File: src/rtl/reset_sequencer.sv
// Staged reset release: after rst (or a soft restart) all stage resets are held for
// HOLD_CYCLES, then released one at a time, each waiting for its ack or a timeout.
// Define RESET_SEQ_ACK_EN to enable the stage_ack handshake; otherwise every stage
// waits a fixed ACK_TIMEOUT cycles and err_timeout stays 0.
module reset_sequencer #(
    parameter int N_STAGES    = 3,
    parameter int HOLD_CYCLES = 16,
    parameter int ACK_TIMEOUT = 1024
) (
    input  logic                pclk,
    input  logic                rst,
    input  logic                soft_rst_req,
    input  logic [N_STAGES-1:0] stage_ack,
    output logic [N_STAGES-1:0] rst_out,
    output logic                seq_busy,
    output logic                seq_done,
    output logic                err_timeout
);

    localparam int CNT_MAX = (HOLD_CYCLES > ACK_TIMEOUT) ? HOLD_CYCLES : ACK_TIMEOUT;
    localparam int CNT_W   = $clog2(CNT_MAX) + 1;
    localparam int K_W     = $clog2(N_STAGES) + 1;

    localparam logic [CNT_W-1:0]    HOLD_LAST    = CNT_W'(HOLD_CYCLES - 1);
    localparam logic [CNT_W-1:0]    TIMEOUT_LAST = CNT_W'(ACK_TIMEOUT - 1);
    localparam logic [K_W-1:0]      K_LAST       = K_W'(N_STAGES - 1);
    localparam logic [N_STAGES-1:0] STAGE0_MASK  = N_STAGES'(1);
    localparam logic [N_STAGES-1:0] ALL_ONES     = {N_STAGES{1'b1}};

    typedef enum logic [1:0] {
        ST_ASSERT = 2'd0,
        ST_WAIT   = 2'd1,
        ST_RUN    = 2'd2
    } state_t;

    state_t              state_reg, state_next;
    logic [CNT_W-1:0]    cnt_reg, cnt_next;
    logic [K_W-1:0]      k_reg, k_next;
    logic [N_STAGES-1:0] rst_out_reg, rst_out_next;
    logic                busy_reg, busy_next;
    logic                done_reg, done_next;
    logic                err_reg, err_next;

    // One-hot decode of the stage currently awaiting its ack.
    logic [N_STAGES-1:0] stage_sel;
    genvar gi;
    generate
        for (gi = 0; gi < N_STAGES; gi++) begin : g_sel
            assign stage_sel[gi] = (k_reg == K_W'(gi));
        end
    endgenerate

    logic ack_hit;
    logic timeout_hit;
    logic advance;

`ifdef RESET_SEQ_ACK_EN
    assign ack_hit = |(stage_ack & stage_sel);
`else
    logic unused_stage_ack;
    assign unused_stage_ack = ^stage_ack;
    assign ack_hit          = 1'b0;
`endif

    assign timeout_hit = (cnt_reg == TIMEOUT_LAST);
    assign advance     = ack_hit | timeout_hit;

    always_ff @(posedge pclk or posedge rst) begin
        if (rst) begin
            state_reg   <= ST_ASSERT;
            cnt_reg     <= '0;
            k_reg       <= '0;
            rst_out_reg <= ALL_ONES;
            busy_reg    <= 1'b1;
            done_reg    <= 1'b0;
            err_reg     <= 1'b0;
        end else begin
            state_reg   <= state_next;
            cnt_reg     <= cnt_next;
            k_reg       <= k_next;
            rst_out_reg <= rst_out_next;
            busy_reg    <= busy_next;
            done_reg    <= done_next;
            err_reg     <= err_next;
        end
    end

    always_comb begin
        state_next   = state_reg;
        cnt_next     = cnt_reg + CNT_W'(1);
        k_next       = k_reg;
        rst_out_next = rst_out_reg;
        busy_next    = busy_reg;
        done_next    = done_reg;
        err_next     = err_reg;

        case (state_reg)
            ST_ASSERT: begin
                if (cnt_reg == HOLD_LAST) begin
                    rst_out_next = rst_out_reg & ~STAGE0_MASK;
                    k_next       = '0;
                    cnt_next     = '0;
                    state_next   = ST_WAIT;
                end
            end
            ST_WAIT: begin
                if (advance) begin
`ifdef RESET_SEQ_ACK_EN
                    // A simultaneous ack wins over the timeout, so no error then.
                    if (!ack_hit) begin
                        err_next = 1'b1;
                    end
`endif
                    cnt_next = '0;
                    if (k_reg == K_LAST) begin
                        state_next = ST_RUN;
                        done_next  = 1'b1;
                        busy_next  = 1'b0;
                    end else begin
                        k_next       = k_reg + K_W'(1);
                        rst_out_next = rst_out_reg & ~(stage_sel << 1);
                    end
                end
            end
            ST_RUN: begin
                cnt_next = cnt_reg;
                if (soft_rst_req) begin
                    rst_out_next = ALL_ONES;
                    done_next    = 1'b0;
                    busy_next    = 1'b1;
                    err_next     = 1'b0;
                    cnt_next     = '0;
                    k_next       = '0;
                    state_next   = ST_ASSERT;
                end
            end
            default: begin
                state_next = ST_ASSERT;
                cnt_next   = '0;
            end
        endcase
    end

    assign rst_out     = rst_out_reg;
    assign seq_busy    = busy_reg;
    assign seq_done    = done_reg;
    assign err_timeout = err_reg;

endmodule
File: config.mk
export PLATFORM = sky130hd
export DESIGN_NAME = reset_sequencer
export DESIGN_NICKNAME = d
export VERILOG_FILES = /design/src/rtl/reset_sequencer.sv
export SDC_FILE = /design/constraint.sdc
export NUM_CORES = 1
export LEC_CHECK = 0
export BUFFER_PORTS_ARGS = -buffer_cell sky130_fd_sc_hd__buf_2
export CORE_UTILIZATION = 58
export DETAILED_ROUTE_END_ITERATION = 7
export GPL_ROUTABILITY_DRIVEN = 0
export GPL_TIMING_DRIVEN = 0
export HOLD_SLACK_MARGIN = 0.12
export MAX_ROUTING_LAYER = met4
export PLACE_DENSITY = 0.74
export SLEW_MARGIN = 20
export SYNTH_ARGS = -nofsm -noshare
export SYNTH_HDL_FRONTEND = slang
export SYNTH_SLANG_ARGS = --single-unit
export TNS_END_PERCENT = 5
File: constraint.sdc
create_clock -name pclk -period 2.95 [get_ports pclk]
set_input_delay 0.295 -clock pclk [delete_from_list [all_inputs] [get_ports pclk]]
set_output_delay 0.295 -clock pclk [all_outputs]
set_load 0.02 [all_outputs]
# Word level (Yosys, flattened, before mapping)
# Index checks and enable logic that the tools add are counted.
# word_totals
reg_bits,21
input_bits,6
elab_cells,58
# op_classes
add_sub_neg,2
n_eq_ne,11
muxes,27
bitwise_logic,3
n_reduce_logical,8
# ops
operator,count
11-bit 2-to-1 mux,3
11-bit case mux with 3 select lines,1
3-bit 2-to-1 mux,7
3-bit case mux with 3 select lines,2
"11-bit by 1-bit adder with 11-bit output, second input constant",1
"11-bit by 10-bit == test with 1-bit output, second input constant",1
"11-bit by 4-bit == test with 1-bit output, second input constant",1
"2-bit != test, second input constant",5
5-bit AND reduction,2
2-bit 2-to-1 mux,4
4-bit AND reduction,2
1-bit 2-to-1 mux,7
2-bit case mux with 3 select lines,1
1-bit case mux with 2 select lines,2
"3-bit by 1-bit adder with 3-bit output, second input constant",1
3-bit bitwise AND,1
"3-bit by 1-bit == test with 1-bit output, second input constant",1
"3-bit by 2-bit == test with 1-bit output, second input constant",1
3-bit logical NOT,1
3-bit NOT,1
3-bit nonzero test,1
"2-bit by 1-bit == test with 1-bit output, second input constant",1
"2-bit == test, second input constant",1
2-bit logical NOT,1
2 further kinds,2

# Logic depth before layout (Yosys ltp)
# logic_depth
depth_word,6
depth_mapped,7

# Worst setup path after synthesis
# No wires, ideal clock.
# synth_timing
path_kind,reg-to-reg
start,register cnt_reg[8]
end,register state_reg[0]
setup_time_ns,0.128
arrival_ns,1.996
setup_slack_ns,0.826
stages_incl_launch_ff,6
n_path_buf,1
path_cell_list,dfrtp_1 -> or4_4 -> o41a_1 -> buf_6 -> nor4_2 -> mux2_1
# synth_between
elab_chain_len,3
# synth_rtl
element,line,source
"start, declared",37,"logic [CNT_W-1:0] cnt_reg, cnt_next;"
"start signal, assigned",79,cnt_reg <= cnt_next;
11-bit by 4-bit == test with 1-bit output or 11-bit by 10-bit == test with 1-bit output (tied branches),"99, 65",
2-bit != test (no source line),n/a,
4-bit AND reduction (no source line) *,n/a,
"end signal, assigned",78,state_reg <= state_next;
"end, declared",36,"state_t state_reg, state_next;"
# Mark *: on every way between the ends. The rest lies on a longest branch, timed or not.
# A chain may end at the register's enable or synchronous reset.

# Worst setup path after layout
# layout_timing
start,register cnt_reg[0]
end,register state_reg[0]
# The elaborated chain is that of the path after synthesis.

==> impl_results.md <==
* Status: finished, final reports clean
* XOR/XNOR Fraction of Synth Area at 0.0324
* CP arrival at 2430 ps
* ANT cells at 0
* Seq/Total Area, Yosys at 0.393
* Post-CTS repair timing setup buffer count at 0
* Worst-skew pair later-pin latency at 300 ps
* Gr busiest metal: met2
* EDFF count, synth at 0
* Post-synth ARST share at 1.00
* Global Route met1 Usage at 0.297
* Share of cells above drive strength 1 at 0.147
* H-tree levels at 1
* Synth Area in Compound Gates at 0.168
* CTS tree: yes
* Setup violators final at 0
* Met3 Usage GRT at 0.0424
* Top area cells in the synthesized netlist: dfrtp_1 (32%), ha_1 (8.3%), dfstp_2 (7.8%)
* Worst rel slew slack at 0.358
* Final WL at 2.90 mm
* Yosys Warn Count at 0
* CP endpoint kind: register
* Number of port buffers at 7
* Vias/cell at 6.26
* Largest net degree at the start of global routing at 22
* Routing usage on met2 at 0.447
* Core area at 2210 sq um
* Overall power at 0.438 mW
* # hold bufs at CTS at 0
* Kind of critical path: reg2reg
* Crit Path Max Fanout at 9
* Clk_skew at 4.86 ps
* I/O pins at 12
* Number of global-route vias before repair at 1,157
* F_max at 447 MHz
* Chip height at 50.2 microns
* Syn nets at 160
* Final Max Slew Viols at 0
* CTS resizes at 0
* Max_cap viols at 0
* Largest register FFs at 11
* Synth Area in Adders at 0.0834
* Critical Path Start Type: register
* Dpl hpwl at 2.10 mm
* Final Critical Period at 2240 ps
* DIE WIDTH at 50.2 microns
* Cell Rows at 17
* Simple-Gate Fraction of Synth Area at 0.252
* Library cells used by synthesis at 47
* Num Clock Sinks at 21
* Count leader, synth: dfrtp_1
* Critical Path RT at 3150 ps
* First-pass GRT wire length at 4.84 mm
* Reg-to-reg setup timing slack at 710 ps
* Mapped Area at 1350 sq um
* First drt pass iteration count at 4
* Flops & latches, synth at 21
* Drt drc at 0
* Total global-route track usage at 0.262
* Initial Utilization at 0.610
* Longest Clk Path Bufs at 2
* Routed via count at 1,152
* Clk root buf: clkbuf_4
* Nets at 172
* Setup_tns at 0 ps
* PwrDens at 303 nW/um^2
* Routed Antenna Nets at 0
* Antenna violations before repair at 0
* Die ar. at 2520 sq um
* Worst hold slack at 118 ps
* Synth Area per Inst at 9.31 sq um
* Post-synth top cells: dfrtp_1 (17), nand2_1 (13), inv_1 (11), nor2_1 (11), ha_1 (9)
* Final Hold Viols at 0
* Leak at 0.610 nW
* Mux contribution to synthesized area at 0.0158
* Initial DRC count at 24
* Overflow after GRT at 0
* Fill cells at 189
* Slew @ Worst Pin at 959 ps
* Synth area leader: dfrtp_1
* Clk slew on worst S/H paths at 120 ps
* Post-Synthesis Cells at 145
* P&R area growth vs syn at 7.14%
* Main synth FF type: dfrtp_1
* Area share of the largest cell type after synthesis at 0.315
* Main combinational cell family by area after synthesis: simple AND/OR/NAND/NOR gates
* VDD IR-drop max at 289 uV
* RSZ-0062 raised after global routing: no
* Share of the clock period used by the worst path after layout at 0.759
* Worst hold path type: in2async
* Num CTS Buffers at 3
* Avg WL per Cell at 15.7 microns
## cell usage in the layout (no fill, tap or decap), drive strengths merged, types with 3 or more instances in the layout
master | synthesis | final
a21oi | 5 | 5
a31oi | 3 | 3
and3 | 4 | 4
buf | 2 | 9
clkbuf | 3 | 7
dfrtp | 17 | 17
dfstp | 4 | 4
ha | 9 | 9
inv | 11 | 11
nand2 | 13 | 13
nand3 | 8 | 8
nand4 | 4 | 4
nor2 | 11 | 11
nor3 | 4 | 4
nor4 | 7 | 7
o21ai | 6 | 6
xnor2 | 3 | 3
## final timing paths
kind                                              from                  endpoint  cells after the start
worst max-delay path            cnt_reg[0]$_DFFE_PP0P_  state_reg[0]$_DFFE_PP0P_                      6
worst min register to register  rst_out[0]$_DFFE_PP1P_    rst_out[0]$_DFFE_PP1P_                      1
worst min-delay path                               rst      k_reg[2]$_DFFE_PP0P_                      2
max in group asynchronous                          rst      seq_done$_DFFE_PP0P_                      2
min in group pclk                         soft_rst_req      seq_done$_DFFE_PP0P_                      3
worst max register to register  cnt_reg[0]$_DFFE_PP0P_  state_reg[0]$_DFFE_PP0P_                      6
## layout make-up
type                    count  area, sq um  share of cell area
plain buffers               5         30.0              0.0208
clock buffers               4         26.3              0.0182
inverters                  11         41.3              0.0285
multi-input cells         108          748               0.517
flip-flops and latches     21          531               0.367
well taps                  28         35.0              0.0242
repair buffers              7         35.0              0.0242
## metrics by stage
step,setup WS [ps],std cells,util,area (sq um)
detailed placement,728,180,0.642,1420
floorplan,826,145,-,1350
global placement,747,180,0.642,1420
finish,712,184,0.654,1450
global route,559,184,0.654,1450
CTS,701,184,0.654,1450
## power breakdown
part / total (mW) / internal [mW] / switching (mW) / leakage, nW
clock: 0.140 / 0.0527 / 0.0875 / 0.0150
sequential: 0.288 / 0.288 / 0 / 0.254
combinational: 0.0101 / 0.00230 / 0.00777 / 0.341
## critical path, cell delays in order, from the launching register on
cell and delay (ps):
dfrtp_1 420, ha_1 250, nand4b_1 240, o41a_1 440, buf_6 160, nor4_2 270, mux2_1 340
## routing by layer
metal / up-vias / share of wire
li1: 562 / -
met2: 29 / 0.50
met1: 555 / 0.46
met4: 0 / 0.0093
met3: 6 / 0.033
met5: - / 0
## kinds of logic after synthesis
family / after synthesis
AND/OR/NAND/NOR: 60
AO/OA/AOI/OAI: 31
flip-flops: 21
buffers and inverters: 16
adder cells (fa/ha/maj): 9
XOR/XNOR: 5
multiplexers: 2
other: 1
(Power assumes the default switching activity.)
